## src/rtl/async_fifo_wr_arbiter_if.sv

```systemverilog
`default_nettype none
// ============================================================================
// Module      : async_fifo_wr_arbiter_if
// Description : Bundle of producer handshake, FIFO write-side and status
//               signals shared by the write-port arbiter and its neighbours.
//               master : producers / FIFO side (drives req, valid, data,
//                        fifo_full; observes everything else)
//               slave  : the arbiter
// Revision    : 1.0 - initial release
// ============================================================================
interface async_fifo_wr_arbiter_if #(
  parameter int NUM_REQ    = 4,
  parameter int DATA_WIDTH = 8,
  parameter int MAX_BURST  = 20
);
  localparam int CNT_W = $clog2(MAX_BURST + 1);

  logic [NUM_REQ-1:0]            req;
  logic [NUM_REQ-1:0]            valid;
  logic [NUM_REQ*DATA_WIDTH-1:0] data;
  logic [NUM_REQ-1:0]            ready;
  logic [NUM_REQ-1:0]            grant;
  logic                          fifo_full;
  logic                          fifo_wr_en;
  logic [DATA_WIDTH-1:0]         fifo_din;
  logic                          busy;
  logic [CNT_W-1:0]              burst_cnt;

  modport master (
    output req, valid, data, fifo_full,
    input  ready, grant, fifo_wr_en, fifo_din, busy, burst_cnt
  );

  modport slave (
    input  req, valid, data, fifo_full,
    output ready, grant, fifo_wr_en, fifo_din, busy, burst_cnt
  );
endinterface
`default_nettype wire

```

## src/rtl/async_fifo_wr_arbiter.sv

```systemverilog
`default_nettype none
// ============================================================================
// Module      : async_fifo_wr_arbiter
// Description : Round-robin burst arbiter sharing one FIFO write port among
//               NUM_REQ producers in the FIFO write-clock domain. The owner
//               keeps the port for up to MAX_BURST words (or until it drops
//               req), then priority rotates to the next index.
// Ports       : clk    - FIFO write clock
//               reset  - synchronous, active-high
//               bus    - slave side of async_fifo_wr_arbiter_if
//                        (req/valid/data/ready per producer, grant, busy,
//                        burst_cnt, fifo_full/fifo_wr_en/fifo_din)
// Revision    : 1.0 - initial release
// ============================================================================
module async_fifo_wr_arbiter #(
  parameter int NUM_REQ    = 4,
  parameter int DATA_WIDTH = 8,
  parameter int MAX_BURST  = 20
) (
  input wire                     clk,
  input wire                     reset,
  async_fifo_wr_arbiter_if.slave bus
);

  localparam int IDX_W = $clog2(NUM_REQ);
  localparam int CNT_W = $clog2(MAX_BURST + 1);
  localparam logic [CNT_W-1:0] CNT_LAST = CNT_W'(MAX_BURST);
  localparam logic [IDX_W-1:0] IDX_LAST = IDX_W'(NUM_REQ - 1);

  typedef enum logic [0:0] {
    S_IDLE = 1'b0,
    S_XFER = 1'b1
  } state_e;

  state_e             state_q,     state_d;
  logic [NUM_REQ-1:0] grant_q,     grant_d;
  logic [IDX_W-1:0]   owner_q,     owner_d;
  logic [IDX_W-1:0]   prio_ptr_q,  prio_ptr_d;
  logic [CNT_W-1:0]   burst_cnt_q, burst_cnt_d;
  logic               busy_q,      busy_d;

  // Round-robin search: first requester at or after prio_ptr, wrapping.
  logic             win_found;
  logic [IDX_W-1:0] win_idx;
  logic [IDX_W-1:0] cand;

  always_comb begin
    win_found = 1'b0;
    win_idx   = '0;
    cand      = '0;
    for (int k = 0; k < NUM_REQ; k++) begin
      cand = IDX_W'((int'(prio_ptr_q) + k) % NUM_REQ);
      if (!win_found && bus.req[cand]) begin
        win_found = 1'b1;
        win_idx   = cand;
      end
    end
  end

  // Owner-selected request, valid and data word.
  logic                  owner_req;
  logic                  owner_valid;
  logic [DATA_WIDTH-1:0] owner_data;

  always_comb begin
    owner_req   = 1'b0;
    owner_valid = 1'b0;
    owner_data  = '0;
    for (int i = 0; i < NUM_REQ; i++) begin
      if (owner_q == IDX_W'(i)) begin
        owner_req   = bus.req[i];
        owner_valid = bus.valid[i];
        owner_data  = bus.data[i*DATA_WIDTH +: DATA_WIDTH];
      end
    end
  end

  logic             xfer;
  logic             accept;
  logic             wr;
  logic [CNT_W-1:0] cnt_inc;
  logic             burst_end;

  assign xfer    = (state_q == S_XFER);
  // A full FIFO withdraws ready, so a word offered in the same cycle waits.
  assign accept  = xfer & owner_req & ~bus.fifo_full;
  assign wr      = accept & owner_valid;
  assign cnt_inc = burst_cnt_q + CNT_W'(1);
  // Dropping req ends the burst; ready is already low, so no write happens.
  assign burst_end = ~owner_req | (wr & (cnt_inc == CNT_LAST));

  assign bus.ready      = accept ? grant_q : '0;
  assign bus.fifo_wr_en = wr;
  assign bus.fifo_din   = xfer ? owner_data : '0;
  assign bus.grant      = grant_q;
  assign bus.busy       = busy_q;
  assign bus.burst_cnt  = burst_cnt_q;

  always_comb begin
    state_d     = state_q;
    grant_d     = grant_q;
    owner_d     = owner_q;
    prio_ptr_d  = prio_ptr_q;
    burst_cnt_d = burst_cnt_q;
    busy_d      = busy_q;
    case (state_q)
      S_IDLE: begin
        if (win_found) begin
          state_d     = S_XFER;
          grant_d     = NUM_REQ'(1) << win_idx;
          owner_d     = win_idx;
          burst_cnt_d = '0;
          busy_d      = 1'b1;
        end
      end
      S_XFER: begin
        if (wr) begin
          burst_cnt_d = cnt_inc;
        end
        // burst_cnt is left at its final value until the next grant.
        if (burst_end) begin
          state_d    = S_IDLE;
          grant_d    = '0;
          busy_d     = 1'b0;
          prio_ptr_d = (owner_q == IDX_LAST) ? '0 : owner_q + IDX_W'(1);
        end
      end
      default: begin
        state_d = S_IDLE;
        grant_d = '0;
        busy_d  = 1'b0;
      end
    endcase
  end

  always_ff @(posedge clk) begin
    if (reset) begin
      state_q     <= S_IDLE;
      grant_q     <= '0;
      owner_q     <= '0;
      prio_ptr_q  <= '0;
      burst_cnt_q <= '0;
      busy_q      <= 1'b0;
    end else begin
      state_q     <= state_d;
      grant_q     <= grant_d;
      owner_q     <= owner_d;
      prio_ptr_q  <= prio_ptr_d;
      burst_cnt_q <= burst_cnt_d;
      busy_q      <= busy_d;
    end
  end

  a_grant_onehot0 : assert property (@(posedge clk) disable iff (reset) $onehot0(grant_q));

endmodule
`default_nettype wire

```

## src/flat_wrapper.sv

```systemverilog
// flat-port wrapper written by rule: the top's interface ports become plain ports
module async_fifo_wr_arbiter_flat 
#(
  parameter int NUM_REQ    = 4,
  parameter int DATA_WIDTH = 8,
  parameter int MAX_BURST  = 20
)
  (clk, reset, bus_req, bus_valid, bus_data, bus_fifo_full, bus_ready, bus_grant, bus_fifo_wr_en, bus_fifo_din, bus_busy, bus_burst_cnt);
  async_fifo_wr_arbiter_if #(.NUM_REQ(NUM_REQ), .DATA_WIDTH(DATA_WIDTH), .MAX_BURST(MAX_BURST)) bus_i ();
  input wire clk;
  input wire reset;
  input wire logic [$bits(bus_i.req)-1:0] bus_req;
  input wire logic [$bits(bus_i.valid)-1:0] bus_valid;
  input wire logic [$bits(bus_i.data)-1:0] bus_data;
  input wire logic [$bits(bus_i.fifo_full)-1:0] bus_fifo_full;
  output wire logic [$bits(bus_i.ready)-1:0] bus_ready;
  output wire logic [$bits(bus_i.grant)-1:0] bus_grant;
  output wire logic [$bits(bus_i.fifo_wr_en)-1:0] bus_fifo_wr_en;
  output wire logic [$bits(bus_i.fifo_din)-1:0] bus_fifo_din;
  output wire logic [$bits(bus_i.busy)-1:0] bus_busy;
  output wire logic [$bits(bus_i.burst_cnt)-1:0] bus_burst_cnt;
  assign bus_i.req = bus_req;
  assign bus_i.valid = bus_valid;
  assign bus_i.data = bus_data;
  assign bus_i.fifo_full = bus_fifo_full;
  assign bus_ready = bus_i.ready;
  assign bus_grant = bus_i.grant;
  assign bus_fifo_wr_en = bus_i.fifo_wr_en;
  assign bus_fifo_din = bus_i.fifo_din;
  assign bus_busy = bus_i.busy;
  assign bus_burst_cnt = bus_i.burst_cnt;
  async_fifo_wr_arbiter #(.NUM_REQ(NUM_REQ), .DATA_WIDTH(DATA_WIDTH), .MAX_BURST(MAX_BURST)) u_core (.clk(clk), .reset(reset), .bus(bus_i));
endmodule
```

## config.mk

```make
export PLATFORM = sky130hd
export DESIGN_NAME = async_fifo_wr_arbiter_flat
export DESIGN_NICKNAME = d
export VERILOG_FILES = /design/src/rtl/async_fifo_wr_arbiter_if.sv /design/src/rtl/async_fifo_wr_arbiter.sv /design/src/flat_wrapper.sv
export SDC_FILE = /design/constraint.sdc
export NUM_CORES = 1
export LEC_CHECK = 0
export BUFFER_PORTS_ARGS = -buffer_cell sky130_fd_sc_hd__buf_2
export CAP_MARGIN = 5
export CELL_PAD_IN_SITES_DETAIL_PLACEMENT = 1
export CELL_PAD_IN_SITES_GLOBAL_PLACEMENT = 2
export CORE_UTILIZATION = 23
export DETAILED_ROUTE_END_ITERATION = 10
export GPL_TIMING_DRIVEN = 1
export PLACE_DENSITY = 0.81
export REMOVE_ABC_BUFFERS = 1
export SYNTH_ARGS = -nofsm -noshare
export SYNTH_HDL_FRONTEND = slang
export SYNTH_SLANG_ARGS = --single-unit
```

## constraint.sdc

```tcl
create_clock -name clk -period 2.8 [get_ports clk]
set_input_delay 0.14 -clock clk [delete_from_list [all_inputs] [get_ports clk]]
set_output_delay 0.14 -clock clk [all_outputs]
set_load 0.02 [all_outputs]
```

==> metrics.yaml <==
placement:
  hpwl_um: 3140
  place_congestion: 0.738
  io_buffer_count: 65
  dp.cells: 291
global_routing:
  grt_usage_pct: 14.0
  first_global_vias: 1453
  grt_max_degree: 21
  overflow: 0
  grt_antenna_before_repair: 0
  grt_pass1_wl_um: 6620
synth:
  yosysMostFrequentCell: "nor2b_1"
  syn-cell-area_um2: 1260
  synthAdderAreaFrac_pct: 5.98
  synth-simple-area-share_pct: 36.5
  yosysWarnings: 0
  avgSynthCellArea_um2: 7.61
  synth_top_family_by_area: "simple AND/OR/NAND/NOR gates"
  synth_top_cell_area_share_pct: 23.9
  yosys.cell_types.count: 37
  seq_area_frac_synth_pct: 23.9
  async_flop_share_pct: 0
  synthTopCellsByCount: "nor2b_1 (19), a21oi_1 (18), dfxtp_1 (15)"
  synthCells: 165
  synth_xor_area_share_pct: 0
  synth_ff_type: "dfxtp_1"
  ys_ff_latch: 15
  synth.area.mux_share_pct: 1.69
  synth-edff-count: 0
  synth_compound_area_share_pct: 26.2
  yosys.area.top_type: "dfxtp_1"
  synth_area_leaders: "dfxtp_1 (24%), nor2b_1 (9.5%), a21oi_1 (7.2%)"
sta:
  final.min_clock_period_ps: 2480
  rsz0062_at_grt: "no"
  slew-limit-headroom_pct: 61.0
  maxSlewViolCount: 0
  tightestPinTransition_ps: 586
  post-route-period-util_pct: 88.7
  hold_viol_final: 0
  final.setup.tns_ps: 0
  hold_slack_ps: 277
  finalSetupViolations: 0
  clock_skew_ps: 1.64
  fmax_ghz: 0.403
critical_path:
  path_max_fanout: 20
  critPathBufInv: 3
  crit_type: "register to output port"
  cp.arrival_ps: 2340
  end_kind: "output port"
  path_cells: "inv_1, ha_1, a211oi_1, a211o_1, nand3b_1, inv_1, buf_2"
  critical_path_required_ps: 2660
  startpoint_type: "register"
  crit_top_cell: "inv_1"
  cp_slowest_cell: "ha_1"
  critPathMaxStageDelay_ps: 530
  path_delay_family: "adder cells"
finish:
  num-fill-cells: 671
  instances_no_fill: 295
  nNetsFinal: 275
  area_growth_pct: 32.9
  drive_gt1_share_pct: 33.8
  antennaDiodeCount: 0
power:
  powerDensity_nw_per_um2: 411
  leakagePower_nw: 0.778
  total_power_w: 0.000687
  ir_drop_mv: 0.134
drt:
  routed_wl_um: 3890
  first_iter_violations: 30
  vias_per_cell: 4.69
  vias: 1385
  wire_per_inst_um: 13.2
  dr.pass1.iters: 4
  drcViolationCount: 0
  ant_nets: 0
clock_tree:
  root_buffer: "clkbuf_8"
  cts_hold_buf: 0
  path_clk_slew_ps: 60
  numCtsBuffers: 3
  worstSkewPairLatency_ps: 250
  cts.sinks: 15
  htree_levels: 1
  clk_path_buf_depth: 2
  cts_resized: 0
  cts_setup_buffers: 0
  cts_tree: "done"
floorplanning:
  die_area_um2: 5760
  rows: 26
  die_y_um: 75.9
  io_pins: 66
  die_w_um: 75.9
  coreArea_um2: 5170
  initial_core_util_pct: 24.3
hold_path:
  hp-class: "input pin to register"
flow_run:
  max_cap_violations: 0
run_status:
  status: "complete, no violations"
## worst paths after layout
| check | slack, ps | end | cells after the start | start |
|---|---|---|---|---|
| max | 320 | bus_fifo_wr_en | 7 | u_core.owner_q[0]$_SDFFE_PP0P_ |
| min | 280 | u_core.owner_q[1]$_SDFFE_PP0P_ | 2 | reset |
| max reg2reg | 480 | u_core.prio_ptr_q[0]$_SDFFE_PP0P_ | 7 | u_core.owner_q[0]$_SDFFE_PP0P_ |
| min reg2reg | 480 | u_core.bus.grant[1]$_SDFFE_PP0P_ | 1 | u_core.bus.grant[1]$_SDFFE_PP0P_ |
## flip-flops by register name (all words and copies together), names as in the netlist
name / cells
u_core.bus.burst_cnt: 5
u_core.bus.busy: 1
u_core.bus.grant: 4
u_core.owner_q: 2
u_core.prio_ptr_q: 2
u_core.state_q: 1
## final cells by class
class	count	area [µm²]	area share (%)
Sequential cell	15	300	18.0
Tap cell	70	87.6	5.25
Inverter	5	18.8	1.12
Clock buffer	3	41.3	2.47
Timing Repair Buffer	66	333	19.9
Clock inverter	1	5.00	0.300
Multi-Input combinational cell	135	883	52.9
## per-layer routing
layer  global-route usage [%]  vias up  part of all wire (%)
li1                         -      714                     -
met1                     17.5      635                    47
met2                     23.9       30                    48
met3                     2.77        6                   3.5
met4                     4.42        0                   1.5
met5                        0        -                     0
## power breakdown
group,switching (W),total (W),internal [W]
Combinational,0.000147,0.000265,0.000118
Sequential,0.0000188,0.000247,0.000228
Clock,0.0000762,0.000175,0.0000985
## per-stage QoR
stage	area [µm²]	worst slack [ps]	util (%)
after floorplan	1200	685	-
after global placement	1620	556	31.4
after detailed placement	1620	465	31.4
after CTS	1670	280	32.3
after global routing	1670	103	32.3
final	1670	316	32.3
## cell usage in the layout (no fill, tap or decap), drive strengths merged, types with 2 or more instances in the layout
master   n
a211o    2
a211oi   3
a21o     4
a21oi   18
a221oi   7
a22o     2
and2     7
buf     66
clkbuf   3
dfxtp   15
ha       6
inv      5
nand2   12
nand2b   8
nand3    5
nand3b   3
nand4b   2
nor2     5
nor2b   19
nor3    12
nor3b    2
o21ai    3
o22ai    2
or2      3
## kinds of logic (layout without fill, tap and decap cells)
family | Yosys count | after routing
buf+inv | 15 | 75
fa+ha+maj | 6 | 6
simple gates | 81 | 81
mux | 2 | 2
compound gates | 46 | 46
flops | 15 | 15
No activity file was read; power rests on OpenSTA's default activity.
